<file path="src/rtl/alu_addsub_serial.sv">
// Serial add/subtract unit: a WIDTH-bit operation is processed SLICE bits per clock
// through one ripple slice and a carry register, producing result plus OF/CF/ZF/SF/PF.
module alu_addsub_serial #(
    parameter int WIDTH = 16,
    parameter int SLICE = 4
) (
    input  logic             clk,
    input  logic             rst_n,
    input  logic             start_i,
    input  logic             ctrl_i,
    input  logic             cin_i,
    input  logic [WIDTH-1:0] a_i,
    input  logic [WIDTH-1:0] b_i,
    output logic             ready_o,
    output logic             done_o,
    output logic [WIDTH-1:0] s_o,
    output logic             of_o,
    output logic             cf_o,
    output logic             zf_o,
    output logic             sf_o,
    output logic             pf_o,
    output logic             state_o
);

    localparam int N  = WIDTH / SLICE;
    localparam int KW = (N > 1) ? $clog2(N) : 1;
    localparam logic [KW-1:0] K_LAST = KW'(N - 1);

    typedef enum logic {
        IDLE = 1'b0,
        RUN  = 1'b1
    } state_t;

    state_t           state_q;
    logic [WIDTH-1:0] a_q;
    logic [WIDTH-1:0] bc_q;     // B already inverted for subtract
    logic             sub_q;
    logic             carry_q;
    logic [KW-1:0]    k_q;
    logic [WIDTH-1:0] res_q;
    logic [WIDTH-1:0] s_q;
    logic             done_q;
    logic             of_q, cf_q, zf_q, sf_q, pf_q;

    logic [SLICE-1:0] a_sl, b_sl, sum;
    logic             c_out, c_msb;
    logic [WIDTH-1:0] res_d;

    always_comb begin
        a_sl  = a_q[k_q*SLICE +: SLICE];
        b_sl  = bc_q[k_q*SLICE +: SLICE];
        {c_out, sum} = {1'b0, a_sl} + {1'b0, b_sl} + {{SLICE{1'b0}}, carry_q};
        // Carry into the slice MSB recovered from its sum bit and operand bits.
        c_msb = sum[SLICE-1] ^ a_sl[SLICE-1] ^ b_sl[SLICE-1];
        res_d = res_q;
        res_d[k_q*SLICE +: SLICE] = sum;
    end

    always_ff @(posedge clk or negedge rst_n) begin
        if (!rst_n) begin
            state_q <= IDLE;
            a_q     <= '0;
            bc_q    <= '0;
            sub_q   <= 1'b0;
            carry_q <= 1'b0;
            k_q     <= '0;
            res_q   <= '0;
            s_q     <= '0;
            done_q  <= 1'b0;
            of_q    <= 1'b0;
            cf_q    <= 1'b0;
            zf_q    <= 1'b1;
            sf_q    <= 1'b0;
            pf_q    <= 1'b0;
        end else begin
            done_q <= 1'b0;
            case (state_q)
                IDLE: begin
                    if (start_i) begin
                        a_q     <= a_i;
                        bc_q    <= ctrl_i ? ~b_i : b_i;
                        sub_q   <= ctrl_i;
                        // Subtract carries in ~cin; add carries in cin.
                        carry_q <= ctrl_i ^ cin_i;
                        k_q     <= '0;
                        state_q <= RUN;
                    end
                end
                RUN: begin
                    res_q   <= res_d;
                    carry_q <= c_out;
                    k_q     <= k_q + 1'b1;
                    if (k_q == K_LAST) begin
                        s_q     <= res_d;
                        of_q    <= c_msb ^ c_out;
                        cf_q    <= sub_q ? ~c_out : c_out;
                        zf_q    <= ~|res_d;
                        sf_q    <= res_d[WIDTH-1];
                        pf_q    <= ^res_d;
                        done_q  <= 1'b1;
                        state_q <= IDLE;
                    end
                end
                default: state_q <= IDLE;
            endcase
        end
    end

    assign ready_o = (state_q == IDLE);
    assign done_o  = done_q;
    assign s_o     = s_q;
    assign of_o    = of_q;
    assign cf_o    = cf_q;
    assign zf_o    = zf_q;
    assign sf_o    = sf_q;
    assign pf_o    = pf_q;
    assign state_o = state_q;

endmodule

</file>
<file path="config.mk">
export PLATFORM = sky130hd
export DESIGN_NAME = alu_addsub_serial
export DESIGN_NICKNAME = d
export VERILOG_FILES = /design/src/rtl/alu_addsub_serial.sv
export SDC_FILE = /design/constraint.sdc
export NUM_CORES = 1
export LEC_CHECK = 0
export ABC_AREA = 1
export BUFFER_PORTS_ARGS = -buffer_cell sky130_fd_sc_hd__clkbuf_2
export CELL_PAD_IN_SITES_DETAIL_PLACEMENT = 2
export CELL_PAD_IN_SITES_GLOBAL_PLACEMENT = 2
export CORE_MARGIN = 2
export CORE_UTILIZATION = 31
export CTS_BUF_LIST = sky130_fd_sc_hd__clkbuf_4
export CTS_CLUSTER_SIZE = 28
export DETAILED_ROUTE_END_ITERATION = 6
export PLACE_DENSITY_LB_ADDON = 0.3
export RECOVER_POWER = 25
export SLEW_MARGIN = 10
export SYNTH_ARGS = -nofsm -noshare
export SYNTH_HDL_FRONTEND = slang
export SYNTH_SLANG_ARGS = --single-unit
</file>
<file path="constraint.sdc">
create_clock -name clk -period 3.5 [get_ports clk]
set_input_delay 0.175 -clock clk [delete_from_list [all_inputs] [get_ports clk]]
set_output_delay 0.175 -clock clk [all_outputs]
set_load 0.1 [all_outputs]
</file>
Yosys cells after proc, flatten, opt, wreduce, memory -nomap -nowiden
Cells that the tools add are included.

Muxes and demuxes: 12. Eq/ne operators: 2. Reductions and logical operators: 5. Shift-type cells: 4. $add $sub $neg: 4. Bitwise operators: 7.

Operator list (count): negator 4 -> 34 bit (1); variable shift 4 x 34 -> 16 bit, first input constant (1); variable part select 4 x 34 -> 16 bit (1); variable part select 16 x 5 -> 4 bit (2); bitwise mux 16 bit (1); 2-to-1 mux 16 bit (1); NOT 16 bit (1); OR reduction 16 bit (1); parity 16 bit (1); 2-to-1 mux 1 bit (6); adder 4 x 4 -> 5 bit (1); adder 5 x 1 -> 5 bit (1); one-hot mux 1 bit (2 select lines) (2); one-hot mux 2 bit (2 select lines) (1); AND reduction 2 bit (2); bitwise XOR 1 bit (4); adder 2 x 1 -> 2 bit, second input constant (1); equality test 2 bit, second input constant (1); 2-to-1 mux 2 bit (1); != test 2 bit, second input constant (1); NOT 1 bit (2); zero test 1 bit (1).

Output and inout bits: 24. Word-level logic and storage cells: 48. Bits of input ports: 37. Register bits: 75.

Depth between registers and ports, before layout
Word-level depth: 7. Depth in mapped cells: 22. Mapped depth without buffers: 21.

Worst setup path after synthesis
No wires, ideal clock.

Path kind: register -> register. Start point: reg k_q[0]. End point: reg pf_q (netlist: pf_o). Clock period less this slack: 3267 ps. Cell stages (with the launch flop): 19. Slack: 233 ps. Buffers on the path: 2. Arrival: 3147 ps. Setup time: 120 ps. Data required time: 3380 ps. Path through: dfrtp_1 inv_2 buf_6 buf_2 o21ai_0 o22ai_1 fa_1 inv_1 fa_1 nor2_1 nand2_1 o22ai_1 inv_1 ha_1 xnor2_1 xnor2_1 nand2_1 nand3_1 nand2_1.

Cells in the longest elaborated chain, start to end: 6. Elaborated cells on any way between the ends: 11. Classes of those cells: 3 x add/sub; 1 x eq/ne; 4 x shift; 1 x mux; 2 x reduce/logical.

Ends and longest elaborated chain: start: declaration (RTL line 39) `logic [KW-1:0] k_q;`; start signal: assignment (RTL line 92) `k_q <= k_q + 1'b1;`; variable part select 16 x 5 -> 4 bit, on equally long branches (RTL line 50, 51); adder 4 x 4 -> 5 bit (RTL line 52) `{c_out, sum} = {1'b0, a_sl} + {1'b0, b_sl} + {{SLICE{1'b0}}, carry_q};`; adder 5 x 1 -> 5 bit (RTL line 52); variable part select 4 x 34 -> 16 bit (RTL line 56) `res_d[k_q*SLICE +: SLICE] = sum;`; bitwise mux 16 bit (RTL line 56); parity 16 bit (RTL line 99) `pf_q <= ^res_d;`; end signal: assignment (RTL line 99); end: declaration (RTL line 43) `logic of_q, cf_q, zf_q, sf_q, pf_q;`.

Parallel ways exist; a longest one is shown, timed or not. A chain may end at the register's enable or synchronous reset.

Worst setup path after layout
Same ends and word-level chain as after synthesis.

==> results.txt <==
----------------------------------------------------
[Layout]
  Number of nets in the finished design ... 633
  Post-synthesis to final-layout area growth ... 26.0%
  # diodes ... 0
  Ratio of cells with drive above 1 in the final layout ... 18.4%
  Final Non-Filler Cells ... 751
  Util after Layout ... 40.4%

[Logic synthesis]
  Number of synthesized register bits ... 74
  Synthesized netlist cell count ... 486
  Sequential cell area fraction in the yosys report ... 47.5%
  Post-synth EDFFs ... 0
  Mean instance size in the synthesized netlist ... 8.03 um^2
  List of most frequent post-synthesis cells ... nand2_1 (180), dfrtp_1 (73), o21ai_0 (47)
  Nets in the synthesized netlist ... 541
  Top cell type's share of synthesized area ... 46.8%
  Cell variety after synth ... 28
  Cell area after synthesis ... 3900 um^2
  Fraction of registers with async set/reset ... 100%
  Ys flop type ... dfrtp_1
  Most used standard cell by instance count after synthesis ... nand2_1
  Syn. warnings ... 0
  Cells taking the most area after synthesis ... dfrtp_1 (47%), nand2_1 (17%), o21ai_0 (6.0%)
  Cell type contributing the most total cell area after synthesis ... dfrtp_1

[Clocking]
  Post-CTS clock slew at the launch and capture registers of the worst setup and hold paths ... 120 ps
  Root buf cell ... clkbuf_4
  Clk sink count ... 74
  Max Root-Sink Buffers ... 2
  Deepest level of the CTS H-tree ... 3
  Setup repair bufs after CTS ... 0
  Source-to-sink clock delay at the later pin of the worst-skew pair ... 470 ps
  CTS buffer count ... 9
  TritonCTS clock tree ... yes

[STA]
  Clock period minus final worst setup slack ... 3320 ps
  Tightest hold margin ... 68.0 ps
  Pins Over Slew Limit ... 75
  Slew @ Worst Pin ... 1930 ps
  Final hold viol count ... 0
  Max_slew headroom ... -28.5%
  Peak clock frequency supported by timing ... 0.302 GHz
  Largest clock skew in the final design ... 9.51 ps
  Tcrit/Tclk final ... 94.7%
  Number of setup violations in the final report ... 0

[Die]
  Standard-cell row count ... 40
  Die Span X ... 116 um
  Height of the die ... 116 um
  Number of ports placed on the die boundary ... 61
  Placeable core area ... 12,200 um^2
  Initial Utilization ... 32.1%
  DIE AREA ... 13,500 um^2

[Detailed routing]
  Routed WL ... 11.6 mm
  Via/cell ratio ... 4.69
  Routed length on met1 ... 5.09 mm
  Remaining antenna violation count ... 0
  First DRT Iteration DRCs ... 105
  Detailed Routing Iterations Pass 1 ... 4
  Number of design rule violations left after detail routing ... 0
  Overall via count from detail_route ... 3,522
  Met2 Routed Length ... 5.95 mm
  Highest metal used ... met4
  Average wire per cell in the routed design ... 15.4 um
  Met3 wirelength from detailed routing ... 321 um

[Global routing]
  GRT overflow ... 0
  Via count of the first global-routing pass ... 3,824
  Wire length of the first global-routing pass ... 19.3 mm
  Largest net degree at the start of global routing ... 75
  Initial antenna violation count ... 0
  Total GRT Usage ... 18.9%

[Setup path]
  CP Launch Type ... flop
  CP max FO ... 10
  WS Path Type ... flop to flop
  WP data arrival ... 3680 ps
  Endpoint class of the critical path ... flop
  Worst EP required ... 3870 ps

[Placed design]
  Buffers added on ports ... 60
  Routability Congestion ... 0.823
  Half-perimeter wire length after placement ... 8.35 mm
  Cells after DPL ... 701

[Run status]
  Violations in the final reports ... capacitance limit, slew limit
  Outcome ... finished, violations left

[Flow run]
  Count of maximum capacitance violations ... 1

[Hold path]
  Hold/Removal Path Class ... input port to flop

----------------------------------------------------
==> worst paths after layout <==
path	slack [ps]	endpoint	startpoint	depth (start not counted)
worst max-delay path	180	pf_o	k_q[0]	16
worst min-delay path	70	carry_q	cin_i	3
worst max register to register	180	pf_o	k_q[0]	16
worst min register to register	490	s_o[6]	s_o[6]	2
max in group asynchronous	1450	k_q[0]	rst_n	2
min in group asynchronous	780	res_q[3]	rst_n	2
==> metrics by stage <==
step	cell area, um^2	worst slack, ps	setup TNS (ps)
detailed placement	4370	41.0	0
global placement	4370	193	0
finish	4920	184	0
global route	4920	-24.1	-24.1
floorplan	3900	233	0
CTS	4810	0.437	0
==> cells by family (layout without fill, tap and decap cells) <==
family | Yosys count | in the layout | share of synthesized area, %
AOI/OAI and AO/OA | 76 | 76 | 10.8
buffers and inverters | 72 | 169 | 7.73
DFF | 74 | 74 | 47.5
xor gates and xnor gates | 24 | 24 | 5.39
adders and majority gates | 18 | 18 | 6.16
and+or+nand+nor | 222 | 222 | 22.5
==> layout make-up <==
cell class / instances / area [um^2]
Inverter: 50 / 193
Multi-Input combinational cell: 340 / 1840
Timing Repair Buffer: 103 / 719
Fill cell: 1411 / 7240
Sequential cell: 74 / 1860
Clock inverter: 6 / 23.8
Clock buffer: 10 / 75.1
Tap cell: 168 / 210
==> per-layer routing <==
layer / vias to the layer above / track usage (%)
li1: 1722 / -
met1: 1729 / 22.5
met2: 53 / 33.3
met3: 18 / 4.88
met4: 0 / 6.35
met5: - / 0
==> layout by cell type (no fill, tap or decap), types with 2 or more instances in the layout <==
master         count
a21oi_1            7
a22oi_2            2
buf_4              6
buf_6              3
clkbuf_2          60
clkbuf_4          10
clkinv_1           7
dfrtp_1           71
dfrtp_2            2
dlygate4sd3_1     34
fa_2               2
ha_1              14
inv_1             45
inv_4              2
nand2_1          180
nand2_2            2
nand3_1           17
nand4_1            3
nor2_1            17
o21ai_0           45
o21ai_1            6
o22ai_1            7
o22ai_2            3
xnor2_1           18
xnor2_2            4
xor2_1             2
==> critical path, stage by stage (launching register included) <==
cell	delay [ps]
dfrtp_2	460
buf_6	150
o21ai_1	140
o22ai_1	130
fa_2	430
inv_1	90
fa_2	470
nor2_4	110
nand2_1	110
nor2_2	140
a21oi_1	50
ha_1	320
xnor2_2	150
xnor2_1	230
nand2_1	80
nand3_1	80
nand2_1	60
==> what timing repair did <==
action,CTS,global route
endpoints found under the setup margin,1,1
hold buffers,34,0
pin swaps,0,7
gates resized for setup,1,25
endpoints found under the hold margin,106,0
==> sequential cells by signal, summed over array words and instances, names as in the netlist <==
signal and count:
done_o 1, a_q 16, res_q 16, s_o 16, carry_q 1, k_q 2, cf_o 1, zf_o 1
sub_q 1, bc_q 16, pf_o 1, state_o 1, of_o 1
Power is left out: the tool's default activity adds up to more than one toggle a clock period on the data nets, which glitch-free logic cannot reach.
